### src/rtl/dkong_wav_player_if.sv
// ROM fetch handshake between the wave player (master) and the sound ROM (slave).
interface dkong_wav_player_if #(
  parameter int unsigned ADDR_W = 19
) ();
  logic [ADDR_W-1:0] rom_ab;
  logic              rom_rd;
  logic              rom_dv;
  logic [7:0]        rom_d;

  modport master (output rom_ab, output rom_rd, input rom_dv, input rom_d);
  modport slave  (input rom_ab, input rom_rd, output rom_dv, output rom_d);
endinterface

### src/rtl/dkong_wav_player.sv
// Multi-trigger wave-sample player with priority preemption and per-trigger step rotation.
// Optional macro DKWAV_QUEUE_EN adds a one-entry pending register for dropped lower-priority edges.
module dkong_wav_player #(
  parameter int unsigned             CLOCK_RATE  = 24000000,
  parameter int unsigned             SAMPLE_RATE = 11025,
  parameter int unsigned             N_TRIG      = 4,
  parameter int unsigned             ADDR_W      = 19,
  parameter int unsigned             OFS_W       = 16,
  parameter logic [ADDR_W-1:0]       ROM_BASE    = ADDR_W'(32'h10000),
  parameter logic [N_TRIG*OFS_W-1:0] TRIG_ADR    = '0,
  parameter logic [N_TRIG*OFS_W-1:0] TRIG_LEN    = '0,
  parameter logic [N_TRIG*2-1:0]     TRIG_STEPS  = '0,
  parameter logic [N_TRIG*OFS_W-1:0] TRIG_STRIDE = '0
) (
  input  logic                      I_CLK,
  input  logic                      I_RST,
  input  logic [N_TRIG-1:0]         I_TRIG,
  input  logic                      I_MUTE,
  dkong_wav_player_if.master        rom,
  output logic [7:0]                O_SAMPLE,
  output logic                      O_ACTIVE,
  output logic [2:0]                O_CH
);

  localparam int unsigned Div  = CLOCK_RATE / SAMPLE_RATE;
  localparam int unsigned CntW = (Div > 1) ? $clog2(Div) : 1;

  typedef enum logic [1:0] {StIdle, StArm, StFetch, StWait} state_e;

  state_e              state_q, state_d;
  logic [CntW-1:0]     tick_cnt_q;
  logic                tick;
  logic [N_TRIG-1:0]   trig_q;
  logic [ADDR_W-1:0]   addr_q, addr_d;
  logic [OFS_W-1:0]    remain_q, remain_d;
  logic [2:0]          ch_q, ch_d;
  logic                active_q, active_d;
  logic [7:0]          sample_q, sample_d;
  logic                got_q, got_d;
  logic [1:0]          step_q [N_TRIG];
  logic [1:0]          step_d [N_TRIG];
`ifdef DKWAV_QUEUE_EN
  logic                pend_v_q, pend_v_d;
  logic [2:0]          pend_ch_q, pend_ch_d;
  logic                drop;
`endif

  logic [N_TRIG-1:0]   en_mask;
  logic [N_TRIG-1:0]   edge_v;
  logic [2:0]          win;
  logic                start;
  logic                end_region;
  logic                cnt_now;
  logic [OFS_W-1:0]    rem_after;
  logic                load;
  logic [2:0]          load_idx;
  logic [OFS_W-1:0]    sel_adr, sel_len, sel_stride;
  logic [1:0]          sel_step;
  logic [OFS_W+1:0]    prod;

  assign tick = (tick_cnt_q == CntW'(Div - 1));

  always_ff @(posedge I_CLK) begin
    if (I_RST || tick) tick_cnt_q <= '0;
    else               tick_cnt_q <= tick_cnt_q + CntW'(1);
  end

  // Edge qualification and priority pick; disabled triggers never reach the FSM.
  always_comb begin
    en_mask = '0;
    win     = '0;
    for (int unsigned i = 0; i < N_TRIG; i++) begin
      en_mask[i] = |TRIG_LEN[i*OFS_W +: OFS_W];
    end
    edge_v = I_TRIG & ~trig_q & en_mask;
    for (int unsigned i = 0; i < N_TRIG; i++) begin
      if (edge_v[i]) win = 3'(i);
    end
    start = (|edge_v) && (!active_q || (win >= ch_q));
`ifdef DKWAV_QUEUE_EN
    drop  = (|edge_v) && active_q && (win < ch_q);
`endif
  end

  always_comb begin
    state_d    = state_q;
    addr_d     = addr_q;
    remain_d   = remain_q;
    ch_d       = ch_q;
    active_d   = active_q;
    sample_d   = sample_q;
    got_d      = got_q;
    step_d     = step_q;
`ifdef DKWAV_QUEUE_EN
    pend_v_d   = pend_v_q;
    pend_ch_d  = pend_ch_q;
`endif
    end_region = 1'b0;
    cnt_now    = 1'b0;
    rem_after  = remain_q;
    load       = 1'b0;
    load_idx   = win;
    sel_adr    = '0;
    sel_len    = '0;
    sel_stride = '0;
    sel_step   = '0;
    prod       = '0;

    case (state_q)
      StIdle: ;
      StArm: begin
        if (tick) state_d = StFetch;
      end
      StFetch: begin
        state_d = StWait;
        got_d   = 1'b0;
      end
      StWait: begin
        // A tick without data still consumes the slot so region length stays exact.
        cnt_now = ~got_q & (rom.rom_dv | tick);
        if (~got_q && rom.rom_dv) sample_d = rom.rom_d;
        if (cnt_now) begin
          addr_d   = addr_q + ADDR_W'(1);
          remain_d = remain_q - OFS_W'(1);
          got_d    = 1'b1;
        end
        rem_after = cnt_now ? (remain_q - OFS_W'(1)) : remain_q;
        if (tick) begin
          got_d = 1'b0;
          if (rem_after == '0) end_region = 1'b1;
          else                 state_d    = StFetch;
        end
      end
      default: state_d = StIdle;
    endcase

    if (start) begin
      load     = 1'b1;
      load_idx = win;
`ifdef DKWAV_QUEUE_EN
      pend_v_d = 1'b0;
`endif
    end else if (end_region) begin
      sample_d = 8'h80;
`ifdef DKWAV_QUEUE_EN
      if (pend_v_q) begin
        load     = 1'b1;
        load_idx = pend_ch_q;
        pend_v_d = 1'b0;
      end else begin
        state_d  = StIdle;
        active_d = 1'b0;
      end
`else
      state_d  = StIdle;
      active_d = 1'b0;
`endif
    end

`ifdef DKWAV_QUEUE_EN
    if (drop && (!pend_v_q || (win > pend_ch_q))) begin
      pend_v_d  = 1'b1;
      pend_ch_d = win;
    end
`endif

    if (load) begin
      for (int unsigned i = 0; i < N_TRIG; i++) begin
        if (load_idx == 3'(i)) begin
          sel_adr    = TRIG_ADR[i*OFS_W +: OFS_W];
          sel_len    = TRIG_LEN[i*OFS_W +: OFS_W];
          sel_stride = TRIG_STRIDE[i*OFS_W +: OFS_W];
          sel_step   = step_q[i];
          step_d[i]  = (step_q[i] == TRIG_STEPS[i*2 +: 2]) ? 2'd0 : step_q[i] + 2'd1;
        end else begin
          step_d[i]  = 2'd0;
        end
      end
      prod     = (OFS_W+2)'(sel_step) * (OFS_W+2)'(sel_stride);
      addr_d   = ROM_BASE + ADDR_W'(sel_adr) + ADDR_W'(prod);
      remain_d = sel_len;
      ch_d     = load_idx;
      active_d = 1'b1;
      got_d    = 1'b0;
      state_d  = StArm;
    end
  end

  always_ff @(posedge I_CLK) begin
    if (I_RST) begin
      state_q   <= StIdle;
      trig_q    <= '0;
      addr_q    <= '0;
      remain_q  <= '0;
      ch_q      <= '0;
      active_q  <= 1'b0;
      sample_q  <= 8'h80;
      got_q     <= 1'b0;
      for (int unsigned i = 0; i < N_TRIG; i++) step_q[i] <= 2'd0;
`ifdef DKWAV_QUEUE_EN
      pend_v_q  <= 1'b0;
      pend_ch_q <= '0;
`endif
    end else begin
      state_q   <= state_d;
      trig_q    <= I_TRIG;
      addr_q    <= addr_d;
      remain_q  <= remain_d;
      ch_q      <= ch_d;
      active_q  <= active_d;
      sample_q  <= sample_d;
      got_q     <= got_d;
      step_q    <= step_d;
`ifdef DKWAV_QUEUE_EN
      pend_v_q  <= pend_v_d;
      pend_ch_q <= pend_ch_d;
`endif
    end
  end

  assign rom.rom_ab = addr_q;
  assign rom.rom_rd = (state_q == StFetch);
  assign O_SAMPLE   = I_MUTE ? 8'h80 : sample_q;
  assign O_ACTIVE   = active_q;
  assign O_CH       = ch_q;

endmodule

### src/flat_wrapper.sv
// flat-port wrapper written by rule: the top's interface ports become plain ports
module dkong_wav_player_flat 
#(
  parameter int unsigned             CLOCK_RATE  = 24000000,
  parameter int unsigned             SAMPLE_RATE = 11025,
  parameter int unsigned             N_TRIG      = 4,
  parameter int unsigned             ADDR_W      = 19,
  parameter int unsigned             OFS_W       = 16,
  parameter logic [ADDR_W-1:0]       ROM_BASE    = ADDR_W'(32'h10000),
  parameter logic [N_TRIG*OFS_W-1:0] TRIG_ADR    = '0,
  parameter logic [N_TRIG*OFS_W-1:0] TRIG_LEN    = '0,
  parameter logic [N_TRIG*2-1:0]     TRIG_STEPS  = '0,
  parameter logic [N_TRIG*OFS_W-1:0] TRIG_STRIDE = '0
)
  (I_CLK, I_RST, I_TRIG, I_MUTE, O_SAMPLE, O_ACTIVE, O_CH, rom_rom_ab, rom_rom_rd, rom_rom_dv, rom_rom_d);
  dkong_wav_player_if #(.ADDR_W(ADDR_W)) rom_i ();
  input  logic I_CLK;
  input  logic I_RST;
  input  logic [N_TRIG-1:0] I_TRIG;
  input  logic I_MUTE;
  output logic [7:0] O_SAMPLE;
  output logic O_ACTIVE;
  output logic [2:0] O_CH;
  output wire logic [$bits(rom_i.rom_ab)-1:0] rom_rom_ab;
  output wire logic [$bits(rom_i.rom_rd)-1:0] rom_rom_rd;
  input wire logic [$bits(rom_i.rom_dv)-1:0] rom_rom_dv;
  input wire logic [$bits(rom_i.rom_d)-1:0] rom_rom_d;
  assign rom_rom_ab = rom_i.rom_ab;
  assign rom_rom_rd = rom_i.rom_rd;
  assign rom_i.rom_dv = rom_rom_dv;
  assign rom_i.rom_d = rom_rom_d;
  dkong_wav_player #(.CLOCK_RATE(CLOCK_RATE), .SAMPLE_RATE(SAMPLE_RATE), .N_TRIG(N_TRIG), .ADDR_W(ADDR_W), .OFS_W(OFS_W), .ROM_BASE(ROM_BASE), .TRIG_ADR(TRIG_ADR), .TRIG_LEN(TRIG_LEN), .TRIG_STEPS(TRIG_STEPS), .TRIG_STRIDE(TRIG_STRIDE)) u_core (.I_CLK(I_CLK), .I_RST(I_RST), .I_TRIG(I_TRIG), .I_MUTE(I_MUTE), .rom(rom_i), .O_SAMPLE(O_SAMPLE), .O_ACTIVE(O_ACTIVE), .O_CH(O_CH));
endmodule
### config.mk
export PLATFORM = sky130hd
export DESIGN_NAME = dkong_wav_player_flat
export DESIGN_NICKNAME = d
export VERILOG_FILES = /design/src/rtl/dkong_wav_player_if.sv /design/src/rtl/dkong_wav_player.sv /design/src/flat_wrapper.sv
export SDC_FILE = /design/constraint.sdc
export NUM_CORES = 1
export LEC_CHECK = 0
export CORE_ASPECT_RATIO = 0.6
export CORE_MARGIN = 2
export CORE_UTILIZATION = 35
export DETAILED_ROUTE_END_ITERATION = 10
export GPL_TIMING_DRIVEN = 0
export HOLD_SLACK_MARGIN = 0.05
export PLACE_DENSITY = 0.6
export SLEW_MARGIN = 0
export SYNTH_ARGS = -nofsm -noshare
export SYNTH_HDL_FRONTEND = slang
export SYNTH_SLANG_ARGS = --single-unit
### constraint.sdc
create_clock -name I_CLK -period 5.56 [get_ports I_CLK]
set_input_delay 1.112 -clock I_CLK [delete_from_list [all_inputs] [get_ports I_CLK]]
set_output_delay 1.112 -clock I_CLK [all_outputs]
set_load 0.02 [all_outputs]
After elaboration in Yosys (flattened, before gate mapping):

Index checks and enable logic that the tools add are counted.
W data, S select, Z words.

* logic and storage cells: 42
* flip-flop bits (word level): 58
* output and inout bits: 32

* eq/ne operators: 8
* bitwise logic cells: 3
* $add $sub $neg: 3
* reduce and logical (&&, ||, !) cells: 10
* mux-type cells: 12

Operator list (number)
* $add A19 B1 Y19 const B: 1
* $logic_not A16 Y1: 1
* $mux W16: 1
* $sub A16 B1 Y16 const B: 1
* $add A12 B1 Y12 const B: 1
* $eq A12 B12 Y1 const B: 1
* $mux W8: 1
* $mux W2: 3
* $pmux W2 S3: 1
* $reduce_and A2 Y1: 3
* $mux W1: 5
* $eq A2 B2 Y1 const B: 2
* $ne A2 B1 Y1 const B: 2
* $reduce_and A4 Y1: 1
* $ne A3 B1 Y1 const B: 1
* $reduce_bool A3 Y1: 1
* $eq A2 B1 Y1 const B: 1
* $ne A2 B2 Y1 const B: 1
* $pmux W1 S2: 1
* $reduce_bool A2 Y1: 1
* $reduce_or A2 Y1: 1
* $and A1 B1 Y1: 1
* $logic_and A1 B1 Y1: 1
* $logic_or A1 B1 Y1: 1
* other kinds (2): 2

Logic depth before layout (Yosys ltp):

* depth after elaboration: 9
* gate-level depth with buffers: 10

Least setup slack after synthesis:

No wires, ideal clock.

* path kind: in2reg
* from: input rom_rom_dv
* to: register u_core.sample_q[7]
* data required time: 5433 ps
* slack: 2725 ps
* arrival time: 2708 ps
* stages: 8
* setup time: 127 ps
* cells stage by stage: nor2b_1 > a41oi_1 > clkbuf_1 > mux2i_1 > o32ai_1 > o2111a_1 > buf_6 > or3_1

* longest elaborated chain between the ends: 8
* elaborated cells on any way between the ends: 10
* those cells by class: mux (4); bitwise (2); reduce/logical (4)

Ends and longest elaborated chain
* start: declaration: line flat_wrapper.sv:26 `input wire logic [$bits(rom_i.rom_dv)-1:0] rom_rom_dv;`
* $or A1 B1 Y1: line dkong_wav_player.sv:120 `cnt_now = ~got_q & (rom.rom_dv | tick);`
* $and A1 B1 Y1: line dkong_wav_player.sv:120
* $mux W16
* $logic_not A16 Y1: line dkong_wav_player.sv:130 `if (rem_after == '0) end_region = 1'b1;`
* $mux W1: line dkong_wav_player.sv:130
* $mux W1: line dkong_wav_player.sv:128 `if (tick) begin`
* $mux W1: line dkong_wav_player.sv:109 `case (state_q)`
* $reduce_or A2 Y1 (no line)
* end signal: assignment: line dkong_wav_player.sv:211 `sample_q <= sample_d;`
* end: declaration: line dkong_wav_player.sv:38 `logic [7:0] sample_q, sample_d;`

Parallel ways exist; a longest one is shown, timed or not.
A chain may end at the register's enable or synchronous reset.

Worst setup path in the final report:

* from: input rom_rom_dv
* to: register u_core.addr_q[12] (netlist: u_core.rom.rom_ab[12])

* longest elaborated chain between the ends: 3

Ends and longest elaborated chain
* $or A1 B1 Y1: line dkong_wav_player.sv:120
* $and A1 B1 Y1: line dkong_wav_player.sv:120
* $reduce_and A2 Y1 (no line)
* end signal: assignment: line dkong_wav_player.sv:207 `addr_q <= addr_d;`
* end: declaration: line dkong_wav_player.sv:34 `logic [ADDR_W-1:0] addr_q, addr_d;`

Every way passes these cells.

==> impl_metrics.yaml <==
timing:
  rsz0062_at_grt: "no"
  slew_viol_final: 0
  fin_setup_tns_ps: 0
  setup_viol_count_final: 0
  skew_ps: 5.87
  hold_viol: 0
  period_needed_ps: 3680
  max_freq_mhz: 272
  fin_crit_sh_pct: 66.1
  tightestPinTransition_ps: 1270
  maxSlewHeadroom_pct: 14.3
  hold_slack_ps: 444
  setup_ws_ps: 1880
worst_setup_path:
  cp_max_fo: 10
  reg2reg_slack_ps: 2490
  worstPathRequired_ps: 5760
  cpMaxStageDelayCell: "nor4_1"
  crit_path_end_kind: "flip-flop"
  crit_family: "simple AND/OR/NAND/NOR gates"
  crit_chain: "clkdlybuf4s50_1 -> nor2b_1 -> a41oi_1 -> clkbuf_1 -> nor4_1 -> nand4_1 -> xor2_1 -> nor2_1"
  reg2reg_to: "u_core.rom.rom_ab[12]"
  r2r-start: "u_core.tick_cnt_q[0]"
  setup.worst_path.class: "in -> reg"
  startpoint_type: "primary input"
  cp.arrival_ps: 3880
  max_stage_delay_ps: 1120
  path_buf_inv: 2
  r2r_cells: 8
route:
  drt_iter0_drc: 126
  drtAntennaViolNets: 0
  dr.pass1.iters: 4
  wl_per_cell_um: 13.2
  totalWireLength_um: 6380
  wl_met2_um: 2340
  wl_met1_um: 3510
  vias: 2325
  wl_met3_um: 449
  maxUsedRoutingLayer: "met4"
  drcViolationCount: 0
  vias_per_cell: 4.79
place:
  dpl_worst_slack_ps: 1570
  place.detailed.hpwl_um: 4510
  gp_congestion: 0.857
  numPortBuffers: 39
finish:
  layout_common_cells: "58 x nor2_1, 58 x dfxtp_1, 39 x clkdlybuf4s50_1"
  antenna_cells: 0
  syn_to_final_growth_pct: 29.7
  nets: 392
  drive_above_1_share_pct: 9.02
hold_path:
  min_to: "u_core.tick_cnt_q[0]"
  min_path_cells: 1
  hold_path.class: "reg -> reg"
  min_from: "u_core.tick_cnt_q[0]"
synth:
  synth_area_sq_mm: 0.00279
  synthTopCellsByArea: "dfxtp_1 42%, xor2_1 9.1%, nor2_1 7.8%, xnor2_1 5.0%, mux2i_1 2.9%"
  netlist_instances: 320
  synth-edff-count: 0
  syn_area_per_cell_sq_um: 8.70
  synth-seq-cells: 58
  ys.flop_type: "dfxtp_1"
  synth.top_cell.area_share_pct: 41.7
  synth.distinct_cells: 46
  async_reset_ff_share_pct: 0
  yosysTopAreaCell: "dfxtp_1"
  yosysWarnings: 0
  synth_seq_area_share_pct: 41.7
power_and_ir_drop:
  p_leak_uw: 0.00137
  ir_drop_mv: 0.161
  p_per_area_mw_per_mm2: 271
  finalPower_uw: 981
global_route:
  grt.overflow.total: 0
  first_global_vias: 1986
  grt_start_max_net_pins: 11
  grt_pass1_wl_um: 10100
  gr-usage-all-layers_pct: 15.5
  antenna_found_initial: 0
floorplan:
  fp.dieH_um: 73.1
  die-width_um: 119
  io_pins: 48
  die_area_sq_mm: 0.00871
  initial_utilization_pct: 35.8
  core-area_sq_mm: 0.00779
  rows: 25
cts:
  htreeDepth: 3
  cts_buffer_depth: 2
  hold_buffers: 0
  clk_pin_slew_worst_paths_ps: 50
  cts_resized: 0
  worstSkewPairLatency_ps: 330
  cts.sinks: 58
  root_buffer: "clkbuf_16"
  cts_buffers: 9
  post_cts_buffers: 0
  cts_tree: "yes"
run_status:
  status: "finished, final reports clean"
flow_run:
  maxCapViolCount: 0
## power breakdown
part | leakage (uW) | internal, uW | switching (uW) | total [uW]
combinational | 0.000766 | 13.4 | 17.0 | 30.5
sequential | 0.000468 | 418 | 1.20 | 420
clock | 0.000141 | 347 | 184 | 531
## synth_stat cells, types with 2 or more instances
cell and count:
mux2i_1 8, and2_1 3, or2_2 5, nor2_1 58, or4_2 2, nand2_1 17
xor2_1 29, buf_6 4, a21oi_1 6, nor3_1 16, dfxtp_1 58, ha_1 3
nand4_1 10, buf_4 4, or4_1 3, nand3_1 11, and4_1 2, or3_1 4
xnor2_1 16, nor4_1 9, clkbuf_1 9, nand2b_1 5, a211oi_1 2, nor2b_1 8
inv_1 7
## cells by family after synthesis
logic type,after synthesis,share of synthesized area (%)
AO/OA/AOI/OAI,18,4.63
multiplexers,9,3.28
buffers and inverters,24,4.85
XOR/XNOR,45,14.2
AND/OR/NAND/NOR,162,29.9
other,1,0.135
flip-flops,58,41.7
adder cells (fa/ha/maj),3,1.35
## routing by layer
layer | vias to the layer above | global-route usage (%)
met3 | 10 | 6.25
met4 | 0 | 7.67
li1 | 1197 | -
met5 | - | 0
met2 | 60 | 18.7
met1 | 1058 | 22.9
## sequential cells by signal (all words and copies together), names as in the netlist
| name | count |
|---|---|
| u_core.got_q | 1 |
| u_core.remain_q | 16 |
| u_core.rom.rom_ab | 19 |
| u_core.sample_q | 8 |
| u_core.state_q | 2 |
| u_core.tick_cnt_q | 12 |
## worst max path at each step
| stage | start | to | slack, ps | cells past startpoint |
|---|---|---|---|---|
| after floorplan | rom_rom_dv | u_core.sample_q[7] | 2720 | 8 |
| after CTS | I_MUTE | O_SAMPLE[7] | 1880 | 3 |
| after global placement | rom_rom_dv | u_core.rom.rom_ab[16] | 1590 | 8 |
| after detailed placement | rom_rom_dv | u_core.rom.rom_ab[12] | 1570 | 8 |
| after global routing | rom_rom_dv | u_core.rom.rom_ab[12] | 1650 | 8 |
| final | rom_rom_dv | u_core.rom.rom_ab[12] | 1880 | 8 |
## through the flow
stage | util (%) | cell area, sq um | std cells
floorplan | - | 2800 | 323
global placement | 42.7 | 3320 | 470
detailed placement | 42.7 | 3320 | 470
CTS | 46.4 | 3610 | 485
global route | 46.4 | 3610 | 485
finish | 46.4 | 3610 | 485
## layout make-up
type                    instances  area [sq um]
repair buffers                 39           390
multi-input cells             241          1500
plain buffers                  17           109
flip-flops and latches         58          1160
well taps                     108           135
clock inverters                 1          7.51
clock buffers                  14           284
fillers                       751          4180
inverters                       7          26.3
No activity file was read; power rests on OpenSTA's default activity.
